File: src/rtl/da_pkg.sv
// ============================================================================
// Module  : da_pkg
// Purpose : Shared types and constants for the DAC write arbiter slice.
// Rev     : 1.0  initial release
// ============================================================================
`default_nettype none

package da_pkg;

  localparam int DA_DW = 8;
  localparam int DA_CW = 8;

  localparam int DA_SETUP_CYC_DEF = 1;
  localparam int DA_WR_CYC_DEF    = 3;
  localparam int DA_HOLD_CYC_DEF  = 1;
  localparam int DA_GAP_CYC_DEF   = 2;

  typedef enum logic [2:0] {
    IDLE  = 3'd0,
    SETUP = 3'd1,
    WRITE = 3'd2,
    HOLD  = 3'd3,
    GAP   = 3'd4
  } da_state_e;

endpackage

`default_nettype wire

File: src/rtl/da_wr_arb_if.sv
// ============================================================================
// Module  : da_wr_arb_if
// Purpose : Requester handshakes plus DAC pin bundle; slave = arbiter side.
// Rev     : 1.0  initial release
// ============================================================================
`default_nettype none

interface da_wr_arb_if;
  import da_pkg::*;

  logic             req0;
  logic [DA_DW-1:0] din0;
  logic             ack0;
  logic             req1;
  logic [DA_DW-1:0] din1;
  logic             ack1;
  logic             cs;
  logic             wr;
  logic [DA_DW-1:0] dout;
  logic             busy;

  modport slave (
    input  req0, din0, req1, din1,
    output ack0, ack1, cs, wr, dout, busy
  );

  modport master (
    output req0, din0, req1, din1,
    input  ack0, ack1, cs, wr, dout, busy
  );

endinterface

`default_nettype wire

File: src/rtl/da_rr_arb.sv
// ============================================================================
// Module  : da_rr_arb
// Purpose : 2-way round-robin arbiter; DA_WR_ARB_FIXED_PRIO_EN selects fixed
//           priority (req0 first) and removes the last-grant pointer.
// Rev     : 1.0  initial release
// ============================================================================
`default_nettype none

module da_rr_arb (
  input  wire        clk,
  input  wire        rst_n,
  input  wire  [1:0] req,
  input  wire        gnt_en,
  output logic [1:0] gnt
);

`ifdef DA_WR_ARB_FIXED_PRIO_EN
  logic w_unused;
  assign w_unused = &{1'b0, clk, rst_n, gnt_en};

  always_comb begin
    gnt = 2'b00;
    if (req[0])      gnt = 2'b01;
    else if (req[1]) gnt = 2'b10;
  end
`else
  // r_last: index of the requester granted most recently
  logic r_last;

  always_comb begin
    gnt = req;
    if (req == 2'b11) gnt = r_last ? 2'b01 : 2'b10;
  end

  always_ff @(posedge clk or negedge rst_n) begin
    if (!rst_n)                   r_last <= 1'b1;
    else if (gnt_en && (|req))    r_last <= gnt[1];
  end
`endif

endmodule

`default_nettype wire

File: src/rtl/da_wr_arb.sv
// ============================================================================
// Module  : da_wr_arb
// Purpose : Two-requester arbiter and cs/wr strobe sequencer for the 8-bit
//           DAC. Build macro: DA_WR_ARB_FIXED_PRIO_EN (fixed priority).
// Rev     : 1.0  initial release
// ============================================================================
`default_nettype none

module da_wr_arb
  import da_pkg::*;
#(
  parameter int SETUP_CYC = DA_SETUP_CYC_DEF,
  parameter int WR_CYC    = DA_WR_CYC_DEF,
  parameter int HOLD_CYC  = DA_HOLD_CYC_DEF,
  parameter int GAP_CYC   = DA_GAP_CYC_DEF
) (
  input  wire         clk,
  input  wire         rst_n,
  da_wr_arb_if.slave  bus
);

  localparam logic [DA_CW-1:0] c_setup_last = DA_CW'(SETUP_CYC - 1);
  localparam logic [DA_CW-1:0] c_wr_last    = DA_CW'(WR_CYC - 1);
  localparam logic [DA_CW-1:0] c_hold_last  = DA_CW'(HOLD_CYC - 1);
  localparam logic [DA_CW-1:0] c_gap_last   = DA_CW'(GAP_CYC - 1);
  localparam bit               c_no_gap     = (GAP_CYC == 0);

  da_state_e        r_state, w_state_nxt;
  logic [DA_CW-1:0] r_cnt, w_cnt_nxt;
  logic             r_cs, w_cs_nxt;
  logic             r_wr, w_wr_nxt;
  logic [DA_DW-1:0] r_dout, w_dout_nxt;
  logic             r_ack0, w_ack0_nxt;
  logic             r_ack1, w_ack1_nxt;
  logic [1:0]       w_gnt;
  logic             w_idle;

  assign w_idle = (r_state == IDLE);

  da_rr_arb u_arb (
    .clk    (clk),
    .rst_n  (rst_n),
    .req    ({bus.req1, bus.req0}),
    .gnt_en (w_idle),
    .gnt    (w_gnt)
  );

  always_ff @(posedge clk or negedge rst_n) begin
    if (!rst_n) begin
      r_state <= IDLE;
      r_cnt   <= '0;
      r_cs    <= 1'b1;
      r_wr    <= 1'b1;
      r_dout  <= '0;
      r_ack0  <= 1'b0;
      r_ack1  <= 1'b0;
    end else begin
      r_state <= w_state_nxt;
      r_cnt   <= w_cnt_nxt;
      r_cs    <= w_cs_nxt;
      r_wr    <= w_wr_nxt;
      r_dout  <= w_dout_nxt;
      r_ack0  <= w_ack0_nxt;
      r_ack1  <= w_ack1_nxt;
    end
  end

  // r_cnt counts cycles spent in the current phase; it restarts at each transition
  always_comb begin
    w_state_nxt = r_state;
    w_cnt_nxt   = r_cnt + 1'b1;
    w_cs_nxt    = r_cs;
    w_wr_nxt    = r_wr;
    w_dout_nxt  = r_dout;
    w_ack0_nxt  = 1'b0;
    w_ack1_nxt  = 1'b0;
    unique case (r_state)
      IDLE: begin
        w_cnt_nxt = '0;
        if (|w_gnt) begin
          w_dout_nxt  = w_gnt[1] ? bus.din1 : bus.din0;
          w_ack0_nxt  = w_gnt[0];
          w_ack1_nxt  = w_gnt[1];
          w_cs_nxt    = 1'b0;
          w_state_nxt = SETUP;
        end
      end
      SETUP: if (r_cnt == c_setup_last) begin
        w_cnt_nxt   = '0;
        w_wr_nxt    = 1'b0;
        w_state_nxt = WRITE;
      end
      WRITE: if (r_cnt == c_wr_last) begin
        w_cnt_nxt   = '0;
        w_wr_nxt    = 1'b1;
        w_state_nxt = HOLD;
      end
      HOLD: if (r_cnt == c_hold_last) begin
        w_cnt_nxt   = '0;
        w_cs_nxt    = 1'b1;
        w_state_nxt = c_no_gap ? IDLE : GAP;
      end
      GAP: if (r_cnt == c_gap_last) begin
        w_cnt_nxt   = '0;
        w_state_nxt = IDLE;
      end
      default: begin
        w_cnt_nxt   = '0;
        w_cs_nxt    = 1'b1;
        w_wr_nxt    = 1'b1;
        w_state_nxt = IDLE;
      end
    endcase
  end

  assign bus.cs   = r_cs;
  assign bus.wr   = r_wr;
  assign bus.dout = r_dout;
  assign bus.ack0 = r_ack0;
  assign bus.ack1 = r_ack1;
  assign bus.busy = !w_idle;

endmodule

`default_nettype wire

File: src/flat_wrapper.sv
// flat-port wrapper written by rule: the top's interface ports become plain ports
module da_wr_arb_flat import da_pkg::*;
#(
  parameter int SETUP_CYC = DA_SETUP_CYC_DEF,
  parameter int WR_CYC    = DA_WR_CYC_DEF,
  parameter int HOLD_CYC  = DA_HOLD_CYC_DEF,
  parameter int GAP_CYC   = DA_GAP_CYC_DEF
)
  (clk, rst_n, bus_req0, bus_din0, bus_req1, bus_din1, bus_ack0, bus_ack1, bus_cs, bus_wr, bus_dout, bus_busy);
  da_wr_arb_if bus_i ();
  input  wire clk;
  input  wire rst_n;
  input wire logic [$bits(bus_i.req0)-1:0] bus_req0;
  input wire logic [$bits(bus_i.din0)-1:0] bus_din0;
  input wire logic [$bits(bus_i.req1)-1:0] bus_req1;
  input wire logic [$bits(bus_i.din1)-1:0] bus_din1;
  output wire logic [$bits(bus_i.ack0)-1:0] bus_ack0;
  output wire logic [$bits(bus_i.ack1)-1:0] bus_ack1;
  output wire logic [$bits(bus_i.cs)-1:0] bus_cs;
  output wire logic [$bits(bus_i.wr)-1:0] bus_wr;
  output wire logic [$bits(bus_i.dout)-1:0] bus_dout;
  output wire logic [$bits(bus_i.busy)-1:0] bus_busy;
  assign bus_i.req0 = bus_req0;
  assign bus_i.din0 = bus_din0;
  assign bus_i.req1 = bus_req1;
  assign bus_i.din1 = bus_din1;
  assign bus_ack0 = bus_i.ack0;
  assign bus_ack1 = bus_i.ack1;
  assign bus_cs = bus_i.cs;
  assign bus_wr = bus_i.wr;
  assign bus_dout = bus_i.dout;
  assign bus_busy = bus_i.busy;
  da_wr_arb #(.SETUP_CYC(SETUP_CYC), .WR_CYC(WR_CYC), .HOLD_CYC(HOLD_CYC), .GAP_CYC(GAP_CYC)) u_core (.clk(clk), .rst_n(rst_n), .bus(bus_i));
endmodule
File: config.mk
export PLATFORM = sky130hd
export DESIGN_NAME = da_wr_arb_flat
export DESIGN_NICKNAME = d
export VERILOG_FILES = /design/src/rtl/da_pkg.sv /design/src/rtl/da_wr_arb_if.sv /design/src/rtl/da_rr_arb.sv /design/src/rtl/da_wr_arb.sv /design/src/flat_wrapper.sv
export SDC_FILE = /design/constraint.sdc
export NUM_CORES = 1
export LEC_CHECK = 0
export ABC_AREA = 1
export CAP_MARGIN = 15
export CORE_MARGIN = 5
export CORE_UTILIZATION = 43
export CTS_CLUSTER_SIZE = 10
export DETAILED_ROUTE_END_ITERATION = 10
export PLACE_DENSITY = 0.75
export SYNTH_ARGS = -nofsm -noshare
export SYNTH_HDL_FRONTEND = slang
export SYNTH_SLANG_ARGS = --single-unit
export TNS_END_PERCENT = 50
File: constraint.sdc
create_clock -name clk -period 1.4 [get_ports clk]
set_clock_uncertainty 0.1 [all_clocks]
set_input_delay 0.28 -clock clk [delete_from_list [all_inputs] [get_ports clk]]
set_output_delay 0.28 -clock clk [all_outputs]
set_load 0.05 [all_outputs]
# Word level (Yosys, flattened, before mapping)
# Index checks and enable logic that the tools add are counted.
dict set report op_classes {
  add_sub_neg 1
  eq_ne 12
  n_mux 23
  bitwise 2
  reduce_logical 13
}
# cell n
set op_table {}
lappend op_table {{8-bit two-way mux} 4}
lappend op_table {{8-bit one-hot mux with 3 select lines} 1}
lappend op_table {{3-bit two-way mux} 5}
lappend op_table {{3-bit one-hot mux with 5 select lines} 1}
lappend op_table {{2-bit by 1-bit inequality test with 1-bit output (second input constant)} 5}
lappend op_table {{8-bit by 1-bit adder with 8-bit output (second input constant)} 1}
lappend op_table {{8-bit by 1-bit == test with 1-bit output (second input constant)} 1}
lappend op_table {{8-bit by 2-bit == test with 1-bit output (second input constant)} 1}
lappend op_table {{8-bit logical NOT} 1}
lappend op_table {{1-bit two-way mux} 8}
lappend op_table {{3-bit by 2-bit == test with 1-bit output (second input constant)} 2}
lappend op_table {{1-bit one-hot mux with 3 select lines} 2}
lappend op_table {{3-bit AND reduction} 2}
lappend op_table {{2-bit OR reduction} 3}
lappend op_table {{3-bit OR reduction} 2}
lappend op_table {{5-bit AND reduction} 1}
lappend op_table {{2-bit two-way mux} 2}
lappend op_table {{3-bit by 1-bit == test with 1-bit output (second input constant)} 1}
lappend op_table {{3-bit == test (second input constant)} 1}
lappend op_table {{3-bit logical NOT} 1}
lappend op_table {{2-bit == test (second input constant)} 1}
lappend op_table {{1-bit inverter} 2}
lappend op_table {{2-bit AND reduction} 1}
lappend op_table {{1-bit logical AND} 1}
lappend op_table {{1-bit logical NOT} 1}
dict set report totals {
  register_bits 24
  in_bits 20
  output_inout_bits 13
  elab_cells 59
}

# Logic depth before layout (Yosys ltp)
# Gate-level depths: netlist of run 1.
dict set report logic_depth {
  word_depth 5
  ltp_mapped 9
  ltp_nobuf 9
}

# Cells and area by module
# Synthesis of run 1 repeated with hierarchy kept, for this count alone.
dict set report unflattened {
  cells_unflattened 158
  hier_area_um2 1341.3
}
# module n_inst cells_per_inst area_each_um2 seq_area_each_um2
set by_module_without_submodules {}
lappend by_module_without_submodules {da_wr_arb 1 150 1280.0 578.1}
lappend by_module_without_submodules {da_rr_arb 1 8 61.3 26.3}

# Worst setup path before layout of run 1
# No wires, ideal clock.
dict set report synth_timing {
  path_type {register to register}
  startpoint {register u_core.r_cnt[0]}
  endpoint {register u_core.r_state[1]}
  arrival_time_ps 1191
  t_required_ps 1183
  setup_slack_ps -8
  stages_incl_launch_ff 10
  n_path_buf 0
  synth_period_minus_slack_ps 1408
  path_cell_list {dfrtp_1 -> inv_1 -> ha_1 -> nand2_1 -> nor2_2 -> nor2_2 -> nor2_4 -> nand3_1 -> nand2_1 -> nand2_1}
}
dict set report synth_between {
  elab_chain_cells 3
  word_cells_on_any_way 8
}
# item line
set synth_rtl {}
lappend synth_rtl {{from (decl)} da_wr_arb.sv:29} ;# logic [DA_CW-1:0] r_cnt, w_cnt_nxt;
lappend synth_rtl {{from (signal assigned)} da_wr_arb.sv:59} ;# r_cnt <= w_cnt_nxt;
lappend synth_rtl {{8-bit by 1-bit == test with 1-bit output, or another cell as far along} da_wr_arb.sv:103} ;# GAP: if (r_cnt == c_gap_last) begin
lappend synth_rtl {{2-bit by 1-bit inequality test with 1-bit output (no line)} -}
lappend synth_rtl {{5-bit AND reduction (no line) (*)} -}
lappend synth_rtl {{to (signal assigned)} da_wr_arb.sv:58} ;# r_state <= w_state_nxt;
lappend synth_rtl {{to (decl)} da_wr_arb.sv:28} ;# da_state_e r_state, w_state_nxt;
# Mark *: on every way between the ends. The rest lies on a longest branch, timed or not.
# A chain may end at the register's enable or synchronous reset.

# Worst setup path in the final report of run 1
dict set report layout_timing {
  startpoint {register u_core.r_state[1]}
  endpoint {output port bus_busy}
}
dict set report layout_between {
  elab_chain_cells 2
}
# item line
set layout_rtl {}
lappend layout_rtl {{3-bit logical NOT} da_wr_arb.sv:38} ;# assign w_idle = (r_state == IDLE);
lappend layout_rtl {{1-bit logical NOT} da_wr_arb.sv:121} ;# assign bus.busy = !w_idle;
lappend layout_rtl {{to (decl)} flat_wrapper.sv:22} ;# output wire logic [$bits(bus_i.busy)-1:0] bus_busy;
# Every way passes these cells.

==> results_dict.tcl, run 1 <==
set metrics [dict create \
    wl_um 3440 \
    leakagePower_nw 1.01 \
    period_share_pct 113 \
    final_cells 249 \
    startpoint_type "flip-flop" \
    vdd_ir_drop_max_v 0.00173 \
    grt_pass1_vias 1346 \
    cts.reportedPaths.clkPinSlew_ns 0.14 \
    vias 1278 \
    first_pass_iters 4 \
    synth_top_area_share_pct 40.9 \
    grt_pass1_wl_um 5890 \
    numClockSinks 24 \
    grt_usage_pct 17.7 \
    violations "setup timing" \
    synth_cells 155 \
    hp-class "input pin to async pin" \
    die_y_um 64.7 \
    tns_ns -1.80 \
    htreeDepth 1 \
    p_total_w 0.00524 \
    worstMarginPinSlew_ns 0.287 \
    netlist_top_cells_area "dfrtp_1 41%, nand2_1 8.8%, nor2_1 8.8%, dfstp_2 6.1%, inv_1 4.7%" \
    p_sw_w 0.00244 \
    critPathArrivalTime_ns 1.21 \
    switching_share_pct 46.6 \
    finalHoldViolCount 0 \
    ys.flop_type "dfrtp_1" \
    yosysSeqAreaShare_pct 47.0 \
    final_layout_size_suffix_gt1_share_pct 41.3 \
    clkPwrFrac_pct 7.0 \
    top_layer "met4" \
    worstPathMaxFanout 2 \
    maxSlewViolCount 0 \
    grt-ovfl-total 0 \
    timing.fmax_ghz 0.630 \
    wl_met3_um 203 \
    dp_slack_ns -0.292 \
    status "complete, but fails checks" \
    yosysTopAreaCell "dfrtp_1" \
    wl_met2_um 1710 \
    combPwrFrac_pct 69.0 \
    yosysWarnings 0 \
    ys_ff_latch 24 \
    n_fill_cell 199 \
    endpoint_kind "primary output" \
    cap_violations 0 \
    cts_buffers 3 \
    cts_hold_buf 0 \
    dpl.cell_count 235 \
    async_flop_share_pct 100 \
    gp_congestion 0.901 \
    synth_edf_count 0 \
    dieArea_um2 4180 \
    drt-met1-wl_um 1460 \
    drtAntennaViolNets 0 \
    clockBufferDepth 2 \
    rsz0062_at_grt "true" \
    std_cell_rows 19 \
    place_hpwl_um 2480 \
    fin_crit_ns 1.59 \
    path_class "flip-flop to primary output" \
    slew_headroom_pct 80.8 \
    crit_required_ns 1.02 \
    dr.first_iter.drc_count 64 \
    vias_per_cell 5.13 \
    p_int_w 0.00280 \
    cts_tree "done" \
    pin_count 33 \
    clk-insertion-delay-late_ns 0.31 \
    core_um2 2810 \
    portBuffers 32 \
    antenna_cells_inserted 0 \
    syn2layout_area_growth_pct 66.4 \
    avgSynthCellArea_um2 8.29 \
    syn_nets 179 \
    cts_root_buffer "clkbuf_4" \
    initial_utilization_pct 45.8 \
    fin_ws_ns -0.186 \
    wl_per_cell_um 13.8 \
    power.share.sequential_pct 24.0 \
    chipWidth_um 64.7 \
    route.detailed.drc 0 \
    synth.cell_area_um2 1280 \
    grt_max_degree 25 \
    fin_nets 243 \
    setup_violations 24 \
    yosysUniqueCellTypes 27 \
    p_per_area_nw_per_um2 2450 \
    antenna_found_initial 0 \
]
[flip-flops by register name, summed over array words and instances, names as in the netlist]
signal and flops:
u_core.bus.ack1 1, u_core.u_arb.r_last 1, u_core.r_cnt 8, u_core.r_state 3
u_core.bus.wr 1, u_core.bus.ack0 1, u_core.bus.dout 8, u_core.bus.cs 1
[worst paths after layout]
kind / cells past startpoint / slack [ns] / end / startpoint
min reg2reg: 2 / 0.39 / u_core.bus.wr$_DFFE_PN1P_ / u_core.bus.wr$_DFFE_PN1P_
min in group clk: 2 / 0.39 / u_core.bus.wr$_DFFE_PN1P_ / u_core.bus.wr$_DFFE_PN1P_
max reg2reg: 8 / -0.14 / u_core.r_state[2]$_DFFE_PN0P_ / u_core.r_state[0]$_DFFE_PN0P_
max in group asynchronous: 2 / 0.78 / u_core.bus.cs$_DFFE_PN1P_ / rst_n
max: 5 / -0.19 / bus_busy / u_core.r_state[1]$_DFFE_PN0P_
min: 2 / 0.20 / u_core.bus.dout[6]$_DFFE_PN0P_ / rst_n
[kinds of logic after synthesis]
kind of cell / count (synthesis) / share of synthesized area [%]
DFF: 24 / 47.0
buffers and inverters: 19 / 6.13
AOI/OAI and AO/OA: 22 / 10.3
xor gates and xnor gates: 4 / 2.73
and+or+nand+nor: 82 / 29.9
adders and majority gates: 4 / 3.89
[critical path: stages, from the launching register on]
cell	delay, ns
dfrtp_1	0.41
inv_2	0.08
nand2_4	0.06
nor2_4	0.13
inv_4	0.06
buf_12	0.14
[cell usage after synthesis, types with 3 or more instances]
library cell	instances
xor2_1	3
o21ai_0	8
o21ai_1	8
nor2_2	6
dfstp_2	3
ha_1	4
nor2_1	30
dfrtp_1	21
inv_1	16
nand3_1	7
nand2_1	30
[layer usage]
| metal | global-route usage, % | up-vias |
|---|---|---|
| li1 | - | 618 |
| met3 | 4.49 | 12 |
| met2 | 30.2 | 48 |
| met5 | 0 | - |
| met4 | 6.86 | 0 |
| met1 | 21.6 | 600 |
[per-stage QoR]
| step | cell area (um2) | hold WS, ns | utilization, % |
|---|---|---|---|
| 6_report | 2140 | 0.203 | 76.2 |
| 5_1_grt | 2140 | 0.195 | 76.2 |
| 4_1_cts | 2070 | 0.197 | 73.8 |
| 3_5_place_dp | 1910 | 0.373 | 68.1 |
| 3_3_place_gp | 1910 | 0.375 | 68.1 |
| 2_1_floorplan | 1280 | -0.116 | - |
[timing repair]
action                                  in CTS  in global routing
pin swaps                                    9                  9
resized for setup                           26                 17
setup buffers                                7                  2
endpoints found under the setup margin      21                 25
cloned                                       1                  0
[cells in the final DEF, fill, tap and decap left out, drive strengths merged, types with 2 or more instances in the layout]
cell type      Yosys  layout
clkdlybuf4s50      0      19
dfrtp             21      21
o21bai             2       2
nand3              8       8
nor2              38      39
nand2             31      31
a21oi              2       2
xor2               3       3
nor3               2       2
ha                 4       4
clkbuf             0       4
nor3b              2       2
inv               18      18
dfstp              3       3
buf                1      40
o21ai             16      16
[final cells by class]
class                      count  area [um2]  share of cell area [%]
multi-input combinational    113         717                    33.5
sequential                    24         604                    28.3
clock buffer                   4        36.3                    1.70
tap                           31        38.8                    1.81
timing repair buffer          59         669                    31.3
inverter                      18        72.6                    3.39
[power groups by stage]
stage	clock (W)	sequential (W)	combinational [W]
6_report	0.000368	0.00126	0.00361
5_1_grt	0.000420	0.00129	0.00388
4_1_cts	0.000378	0.00125	0.00342
3_5_place_dp	0	0.00124	0.00301
3_3_place_gp	0	0.00125	0.00294
2_1_floorplan	0	0.00172	0.00115
Power figures use the tool's default switching activity.
==> run 2, diff against run 1 <==
CORE_UTILIZATION = 44   (was 43)
SYNTH_HIERARCHICAL = 1   (was default)
==> run 2 against run 1 <==
The run still ends with setup timing left. Global-route usage rose by 1.2 points. Count of clock-buffer cells in the layout stayed put. Cell count up 5.2%. Non-clock buffer count rose by 9. Utilization rose by 3.1 points. Maximum frequency decreased by 1.4%.
==> results_dict.tcl, run 2 <==
set metrics [dict create \
    vias 1365 \
    pin_count 33 \
    vias_per_cell 5.21 \
    slowest_stage "dfrtp_2" \
    initial_utilization_pct 45.0 \
    first_pass_iters 4 \
    grt_max_degree 25 \
    critPathArrivalTime_ns 1.23 \
    dp_slack_ns -0.536 \
    synthTopCellsByCount "33 x nor2_1, 24 x nand2_1, 21 x dfrtp_1" \
    yosysTopAreaCell "dfrtp_1" \
    wl_um 4100 \
    p_per_area_nw_per_um2 2320 \
    ys.flop_type "dfrtp_1" \
    clkPwrFrac_pct 5.7 \
    cts_tree "done" \
    hp-class "input pin to async pin" \
    fin_nets 254 \
    crit_required_ns 1.02 \
    cts.reportedPaths.clkPinSlew_ns 0.13 \
    die_y_um 65.2 \
    htreeDepth 1 \
    syn_nets 182 \
    placed_cell_area_um2 2030 \
    startpoint_type "flip-flop" \
    period_share_pct 115 \
    grt-ovfl-total 0 \
    rr_startpoint "u_core/u_arb/r_last$_DFFE_PN1P_" \
    finalHoldViolCount 0 \
    grt_pass1_vias 1395 \
    synth_edf_count 0 \
    clk-insertion-delay-late_ns 0.31 \
    leakagePower_nw 1.06 \
    slew_headroom_pct 79.1 \
    r2r_cells 6 \
    p_total_w 0.00548 \
    final_common_cell "nor2_1" \
    layout_common_cells "30 x nor2_1, 28 x buf_4, 20 x dfrtp_1, 19 x clkdlybuf4s50_1, 19 x nand2_1" \
    cts_root_buffer "clkbuf_4" \
    core_um2 2980 \
    power.share.sequential_pct 22.5 \
    antenna_found_initial 0 \
    n_fill_cell 198 \
    slowest_delay_ns 0.46 \
    status "complete, but fails checks" \
    syn2layout_area_growth_pct 76.0 \
    clockBufferDepth 2 \
    synth_top_area_share_pct 39.2 \
    utilization_pct 79.3 \
    place_hpwl_um 2540 \
    final_layout_size_suffix_gt1_share_pct 45.0 \
    numClockSinks 24 \
    worst-path-stages 4 \
    cpLargestDelayFamily "flip-flops" \
    vdd_ir_drop_max_v 0.00123 \
    combPwrFrac_pct 71.9 \
    hold_slack_ns 0.205 \
    multiInputGateArea_um2 860 \
    std_cell_rows 20 \
    endpoint_kind "primary output" \
    grt_usage_pct 18.9 \
    maxSlewViolCount 0 \
    violations "setup timing" \
    crit_chain "nor2_4, nand2_4, buf_6, buf_12" \
    synth_cells 158 \
    fin_ws_ns -0.209 \
    dieArea_um2 4250 \
    area.sequential_um2 606 \
    drtAntennaViolNets 0 \
    route.detailed.drc 0 \
    setup_violations 23 \
    yosysUniqueCellTypes 29 \
    portBuffers 32 \
    netlist_top_cells_area "dfrtp_1 39%, nor2_1 9.2%, nand2_1 6.7%, dfstp_2 5.9%, inv_1 4.8%" \
    yosysWarnings 6 \
    grt_pass1_wl_um 6270 \
    p_sw_w 0.00253 \
    cts_hold_buf 0 \
    synthMostInstantiatedCell "nor2_1" \
    worstMarginPinSlew_ns 0.310 \
    switching_share_pct 46.1 \
    worstSetupEndpoint "bus_busy" \
    avgSynthCellArea_um2 8.49 \
    chipWidth_um 65.2 \
    rsz0062_at_grt "true" \
    cts_buffers 3 \
    wl_per_cell_um 15.7 \
    dr.first_iter.drc_count 57 \
    worstPathMaxFanout 2 \
    reg2reg_to "u_core/bus.dout[3]$_DFFE_PN0P_" \
    worst-r2r-setup-slack_ns -0.16 \
    critPathLaunch "u_core/r_state[0]$_DFFE_PN0P_" \
    final_cell_area_um2 2360 \
    ys_ff_latch 24 \
    cp.buffers_inverters 2 \
    antenna_cells_inserted 0 \
    cap_violations 0 \
    async_flop_share_pct 100 \
    timing.fmax_ghz 0.622 \
    yosysSeqAreaShare_pct 45.1 \
    path_class "flip-flop to primary output" \
    p_int_w 0.00295 \
    synth.cell_area_um2 1340 \
    gp_congestion 0.829 \
    fin_crit_ns 1.61 \
]
[run 2: cell families (layout without fill, tap and decap cells)]
| kind of cell | count (synthesis) | after routing | share of synthesized area, % |
|---|---|---|---|
| simple gates | 81 | 82 | 28.7 |
| flops | 24 | 24 | 45.1 |
| compound gates | 25 | 26 | 13.3 |
| xor+xnor | 4 | 4 | 2.61 |
| buf+inv | 20 | 89 | 6.53 |
| fa+ha+maj | 4 | 4 | 3.73 |
[run 2: final cells by class]
cell class / count / share of cell area [%]
Multi-Input combinational cell: 116 / 36.4
Tap cell: 33 / 1.75
Inverter: 17 / 2.91
Timing Repair Buffer: 68 / 32.2
Sequential cell: 24 / 25.6
Clock buffer: 4 / 1.11
[run 2: repair_timing]
| item | 4_1_cts | 5_1_grt |
|---|---|---|
| setup buffers | 9 | 5 |
| gates resized for setup | 38 | 19 |
| setup endpoints to repair | 23 | 24 |
| pin swaps | 14 | 8 |
| gates cloned | 2 | 0 |
| hold endpoints to repair | 0 | 0 |
[run 2: metal layers]
metal,wire length (um),track usage [%],vias to the layer above
li1,-,-,645
met1,1610,20.9,656
met2,2180,35.0,52
met3,218,3.93,12
met4,94,7.25,0
met5,0,0,-
[run 2: how the worst min path moves through the flow]
stage / end / slack (ns) / depth (start not counted)
final: u_core/r_state[0]$_DFFE_PN0P_ / 0.21 / 2
after global placement: u_core/u_arb/r_last$_DFFE_PN1P_ / 0.36 / 2
after floorplan: u_core/bus.ack0$_DFF_PN0_ / -0.12 / 0
after CTS: u_core/bus.dout[4]$_DFFE_PN0P_ / 0.20 / 2
after global routing: u_core/bus.dout[2]$_DFFE_PN0P_ / 0.21 / 2
after detailed placement: u_core/u_arb/r_last$_DFFE_PN1P_ / 0.37 / 2
[run 2: power by group through the flow]
stage	Clock [W]	Sequential (W)	Combinational, W
floorplan	0	0.00168	0.00125
global placement	0	0.00122	0.00300
detailed placement	0	0.00124	0.00309
CTS	0.000321	0.00123	0.00359
global route	0.000361	0.00125	0.00414
finish	0.000311	0.00123	0.00394
[run 2: worst reg2reg max path, stage by stage (launching register included)]
cell	delay (ns)
dfstp_2	0.58
inv_2	0.05
a21boi_2	0.15
inv_2	0.09
a21oi_4	0.25
o21ai_1	0.11
o21a_1	0.13
[run 2: metrics by stage]
step / TNS [ns] / std cells
finish: -2.09 / 262
global route: -3.56 / 262
CTS: -1.40 / 257
detailed placement: -6.35 / 243
global placement: -5.45 / 243
floorplan: -0.0699 / 158
